<file path="config.mk">
export PLATFORM = sky130hd
export DESIGN_NAME = mac_dot_ctrl
export DESIGN_NICKNAME = d
export VERILOG_FILES = /design/src/rtl/mac_pkg.sv /design/src/rtl/mac_dp.sv /design/src/rtl/mac_dot_ctrl.sv
export SDC_FILE = /design/constraint.sdc
export NUM_CORES = 1
export LEC_CHECK = 0
export ABC_AREA = 1
export CORE_MARGIN = 2
export CORE_UTILIZATION = 55
export CTS_BUF_LIST = sky130_fd_sc_hd__clkbuf_16
export DETAILED_ROUTE_END_ITERATION = 10
export GPL_TIMING_DRIVEN = 0
export PLACE_DENSITY = 0.79
export SLEW_MARGIN = 10
export SYNTH_ARGS = -nofsm -noshare
export SYNTH_HDL_FRONTEND = slang
export SYNTH_SLANG_ARGS = --single-unit
</file>
<file path="constraint.sdc">
create_clock -name clk -period 2.5 [get_ports clk]
set_input_delay 0.5 -clock clk [delete_from_list [all_inputs] [get_ports clk]]
set_output_delay 0.5 -clock clk [all_outputs]
set_load 0.01 [all_outputs]
</file>
<file path="src/rtl/mac_pkg.sv">
// rtl/mac_pkg.sv - shared widths and FSM state encoding for the dot-product MAC
//
// Purpose: default DATA_W/ACC_W/LEN_W and the state encoding shared by
// mac_dp and mac_dot_ctrl.
// Ports: none (package).
package mac_pkg;

    localparam int DATA_W = 4;
    localparam int ACC_W  = 9;
    localparam int LEN_W  = 4;

    typedef enum logic [1:0] {
        ST_IDLE  = 2'd0,
        ST_CLEAR = 2'd1,
        ST_RUN   = 2'd2,
        ST_DONE  = 2'd3
    } state_t;

endpackage

</file>
<file path="src/rtl/mac_dp.sv">
// rtl/mac_dp.sv - enable-gated, clearable multiply/accumulate datapath
//
// Purpose: acc <= acc + a*b on en, with a sticky carry-out flag.
// Build option: MAC_DOT_SAT_EN defined -> accumulator saturates at
// 2^ACC_W-1 on overflow; undefined -> accumulator wraps modulo 2^ACC_W.
// Ports:
//   clk, rst  clock, asynchronous active-high reset
//   en        accumulate this cycle
//   clr       zero acc and ovf (takes priority over en)
//   a, b      unsigned operands
//   acc       registered accumulator
//   ovf       sticky overflow flag
module mac_dp
    import mac_pkg::*;
#(
    parameter int DW = DATA_W,
    parameter int AW = ACC_W
) (
    input  logic          clk,
    input  logic          rst,
    input  logic          en,
    input  logic          clr,
    input  logic [DW-1:0] a,
    input  logic [DW-1:0] b,
    output logic [AW-1:0] acc,
    output logic          ovf
);

    localparam int SUM_W = AW + 1;

    logic [2*DW-1:0] prod;
    logic [SUM_W-1:0] sum;
    logic             carry;
    logic [AW-1:0]    acc_next;

    always_comb begin
        prod  = a * b;
        sum   = {1'b0, acc} + SUM_W'(prod);
        carry = sum[AW];
`ifdef MAC_DOT_SAT_EN
        // Once pinned at full scale any nonzero product carries again,
        // so the accumulator stays saturated for the rest of the run.
        acc_next = carry ? {AW{1'b1}} : sum[AW-1:0];
`else
        acc_next = sum[AW-1:0];
`endif
    end

    always_ff @(posedge clk or posedge rst) begin
        if (rst) begin
            acc <= '0;
            ovf <= 1'b0;
        end else if (clr) begin
            acc <= '0;
            ovf <= 1'b0;
        end else if (en) begin
            acc <= acc_next;
            ovf <= ovf | carry;
        end
    end

endmodule

</file>
<file path="src/rtl/mac_dot_ctrl.sv">
// rtl/mac_dot_ctrl.sv - dot-product sequencer over a valid/ready operand stream
//
// Purpose: runs one dot product of programmable length and presents the
// final accumulator on a valid/ready result port.
// Build option: MAC_DOT_SAT_EN (saturating accumulator, see mac_dp).
// Ports:
//   clk, rst              clock, asynchronous active-high reset
//   start, len            begin a run of len operand pairs (IDLE only)
//   busy                  high outside IDLE
//   in_valid/in_ready     operand handshake, in_ready high only in RUN
//   in_a, in_b            operand pair
//   out_valid/out_ready   result handshake, out_valid high only in DONE
//   out_acc, out_ovf      accumulator and sticky overflow (live outside DONE)
module mac_dot_ctrl
    import mac_pkg::*;
(
    input  logic              clk,
    input  logic              rst,
    input  logic              start,
    input  logic [LEN_W-1:0]  len,
    output logic              busy,
    input  logic              in_valid,
    output logic              in_ready,
    input  logic [DATA_W-1:0] in_a,
    input  logic [DATA_W-1:0] in_b,
    output logic              out_valid,
    input  logic              out_ready,
    output logic [ACC_W-1:0]  out_acc,
    output logic              out_ovf
);

    state_t           state;
    logic [LEN_W-1:0] cnt;
    logic [LEN_W-1:0] len_q;
    logic             beat;
    logic             last_beat;
    logic             dp_clr;

    always_comb begin
        beat      = (state == ST_RUN) && in_valid;
        last_beat = beat && (cnt == len_q - LEN_W'(1));
        // A zero-length run skips CLEAR, so the datapath is cleared on the
        // same edge that enters DONE.
        dp_clr    = (state == ST_CLEAR) ||
                    ((state == ST_IDLE) && start && (len == '0));
    end

    mac_dp #(
        .DW (DATA_W),
        .AW (ACC_W)
    ) u_dp (
        .clk (clk),
        .rst (rst),
        .en  (beat),
        .clr (dp_clr),
        .a   (in_a),
        .b   (in_b),
        .acc (out_acc),
        .ovf (out_ovf)
    );

    always_ff @(posedge clk or posedge rst) begin
        if (rst) begin
            state     <= ST_IDLE;
            cnt       <= '0;
            len_q     <= '0;
            busy      <= 1'b0;
            in_ready  <= 1'b0;
            out_valid <= 1'b0;
        end else begin
            case (state)
                ST_IDLE: begin
                    if (start) begin
                        busy <= 1'b1;
                        if (len != '0) begin
                            len_q <= len;
                            state <= ST_CLEAR;
                        end else begin
                            state     <= ST_DONE;
                            out_valid <= 1'b1;
                        end
                    end
                end
                ST_CLEAR: begin
                    cnt      <= '0;
                    state    <= ST_RUN;
                    in_ready <= 1'b1;
                end
                ST_RUN: begin
                    if (beat) begin
                        cnt <= cnt + LEN_W'(1);
                        if (last_beat) begin
                            state     <= ST_DONE;
                            in_ready  <= 1'b0;
                            out_valid <= 1'b1;
                        end
                    end
                end
                ST_DONE: begin
                    // start is deliberately not looked at here; a request
                    // coinciding with the result handshake is dropped.
                    if (out_ready) begin
                        state     <= ST_IDLE;
                        busy      <= 1'b0;
                        out_valid <= 1'b0;
                    end
                end
                default: state <= ST_IDLE;
            endcase
        end
    end

endmodule

</file>
==> results by group <==
Clock network
  – Post-CTS Hold Buffers: 0
  – CTS Sinks: 23
  – Clk_lat worst skew: 260 ps
  – Clk buf depth: 2
  – TritonCTS clock tree: done
  – TritonCTS buffer count: 3
  – Clk Tree Root Cell: clkbuf_16
  – Clk pin slew, worst setup/hold paths: 60 ps
  – H-tree depth: 1

Logic synthesis
  – Post-synth EDFFs: 0
  – Synth Area in Compound Gates: 6.746%
  – Sequential fraction of the synthesis area: 28.73%
  – Mux share of post-synthesis cell area: 0%
  – Syn nets: 329
  – Dominant synthesized flop cell: dfrtp_1
  – Synth area leaders: dfrtp_1 29%, nand2_1 17%, ha_1 15%
  – Synth top area share: 28.73%
  – FF+latch count, synth: 23
  – Post-synth cell types: 24
  – Synthesized area per cell: 7.180 µm²
  – Async set or reset register ratio after synthesis: 100.0%
  – Post-Synthesis Cells: 279
  – Yosys warnings: 0
  – Post-Synth Adder-Cell Area: 23.99%
  – Post-synth top area cell: dfrtp_1
  – Largest family of logic cells by synthesized area: simple AND/OR/NAND/NOR gates
  – XOR/XNOR Fraction of Synth Area: 0%
  – Mapped Area: 0.002003 mm²
  – Simple-gate portion of the synthesized area: 27.92%

Run
  – MaxCap Viol Count: 0

STA
  – Max Slew Vio Count: 0
  – Setup WS post-layout: -437.5 ps
  – RSZ-0062 raised after global routing: yes
  – Final Hold Fails: 0
  – Max-slew headroom: 42.07%
  – Min Tclk post-route: 2937 ps
  – Slew @ Worst Pin: 868.0 ps
  – Period utilisation layout: 117.5%
  – FMAX: 340.4 MHz
  – Max Clock Skew: 2.486 ps
  – Setup violations, final: 7
  – Hold Slack: 474.2 ps

Status
  – Violated checks: negative setup slack
  – Status: finished, violations left

Route
  – Via Count: 1824
  – First DRT Iteration DRCs: 102
  – Pre-Repair DR Iteration Count: 4
  – Total wire length: 4451 µm
  – Wire per inst: 12.23 µm
  – Routed Antenna Nets: 0
  – DRC Markers: 0
  – Detailed-route vias per instance: 5.011

Hold path
  – Hold Path End: out_valid$_DFFE_PP0P_
  – Tightest Hold Check Type: reg -> reg
  – Worst hold start: out_valid$_DFFE_PP0P_
  – Hold Crit Depth: 2

Floorplanning
  – # IOs: 30
  – Die width: 64.35 µm
  – Core ar.: 0.003416 mm²
  – Die height: 64.35 µm
  – Initial core utilization: 58.64%
  – Die ar.: 0.004141 mm²
  – # rows: 21

Final layout
  – Ant. Diodes: 0
  – Area Growth Syn to Fin: 31.29%
  – Final core utilization: 77.00%
  – Final instance area: 0.002630 mm²
  – Commonest non-fill, non-tap cell in the layout: nand2_1
  – Share of cells above drive strength 1: 16.04%
  – Nets: 369
  – Most frequent cells in the layout: 84 x nand2_1, 64 x inv_1, 23 x dfrtp_1

Worst setup path
  – CP Launch Type: primary input
  – Critical Path End Type: flip-flop
  – Cells along the critical path: buf_4 -> nand2_4 -> fa_1 -> fa_2 -> fa_2 -> inv_2 -> ha_4 -> nand3_2 -> nand3_2 -> nand4_1 -> nand3_1 -> nand2_1 -> o21ai_1
  – Crit path max-delay cell type: fa_2
  – Critical R2R Capture: u_dp.ovf$_DFFE_PP0P_
  – Reg2Reg Launch Point: u_dp.acc[6]$_DFFE_PP0P_
  – Worst Path Arrival: 3110 ps
  – R2R Setup Slk: 370 ps
  – CP peak stage delay: 540 ps
  – R2R depth: 14
  – CP required: 2670 ps
  – Crit Path Max Fanout: 7
  – CP Class: in -> reg

GRT
  – Initial antenna violation count: 0
  – Gr usage total: 22.66%
  – Global-route wire length before repair: 7293 µm
  – Vias in the first global route: 1669
  – Total congestion overflow: 0
  – Largest net degree at the start of global routing: 24

Place
  – Post-DP HPWL: 3205 µm
  – Placed inst area: 0.002410 mm²
  – IO buf count: 29
  – Gpl congestion: 0.8425

Power
  – Overall power: 2.342 mW
  – Cell leakage power: 1.485 nW
  – Peak supply drop: 0.6658 mV
  – PwrDens: 890.6 mW/mm²
[cells by family after synthesis]
group | after synthesis
simple gates | 131
buf+inv | 67
fa+ha+maj | 33
compound gates | 25
flops | 23
[state kept, by name (all words and copies together) (netlist names)]
register,count
busy,1
cnt,4
in_ready,1
len_q,4
out_valid,1
state,2
u_dp.acc,9
u_dp.ovf,1
[power by group]
group | switching (mW) | total [mW] | internal (mW)
clock | 0.126 | 0.339 | 0.213
combinational | 0.812 | 1.42 | 0.608
sequential | 0.0909 | 0.584 | 0.493
[routing by layer]
metal / wire length [µm] / vias to the layer above / global-route usage [%]
met5: 0 / - / 0
met4: 73 / 0 / 5.585
met3: 149 / 7 / 3.697
met2: 2198 / 41 / 38.54
met1: 2029 / 841 / 30.11
li1: - / 935 / -
[worst max path at each step]
stage             from                       to  slack (ps)
6_report       in_b[3]  u_dp.acc[8]$_DFFE_PP0P_        -440
5_1_grt        in_b[3]  u_dp.acc[6]$_DFFE_PP0P_        -500
3_3_place_gp   in_a[2]  u_dp.acc[8]$_DFFE_PP0P_       -1180
3_5_place_dp   in_a[2]     u_dp.ovf$_DFFE_PP0P_       -1230
4_1_cts        in_b[1]  u_dp.acc[8]$_DFFE_PP0P_        -400
2_1_floorplan  in_a[2]  u_dp.acc[8]$_DFFE_PP0P_        -380
[final cells by class]
class	instances	area [µm²]
multi-input cells	189	1304
fillers	269	785.8
flip-flops and latches	23	575.6
repair buffers	35	361.6
inverters	67	252.7
clock buffers	3	75.07
well taps	46	57.56
clock inverters	1	3.754
[worst max-delay path: cells and delay by family]
kind | cells | cell delay, ps
AO/OA/AOI/OAI | 1 | 170
AND/OR/NAND/NOR | 6 | 460
buffers and inverters | 2 | 160
adder cells (fa/ha/maj) | 4 | 1820
[Yosys cell counts, types with 2 or more instances]
cell type  instances
nand2_1           91
inv_1             66
ha_1              24
dfrtp_1           23
nand3_1           14
fa_1               9
nor2_1             9
o21ai_0            9
a21oi_1            7
nand4_1            5
o21ai_1            5
nand2_2            3
nor2_2             2
o22ai_1            2
[through the flow]
stage / instances / setup slack (ps) / setup TNS, ps
final: 364 / -437.5 / -2448
after detailed placement: 354 / -1228 / -8535
after global routing: 364 / -501.7 / -2901
after global placement: 354 / -1179 / -8094
after CTS: 363 / -396.4 / -2333
after floorplan: 279 / -381.0 / -2102
[timing repair]
action,4_1_cts,5_1_grt
buffers inserted,5,1
pin swaps,15,17
gates resized for setup,46,22
endpoints found under the setup margin,8,8
Note: power is estimated with default switching activity, not from simulation.
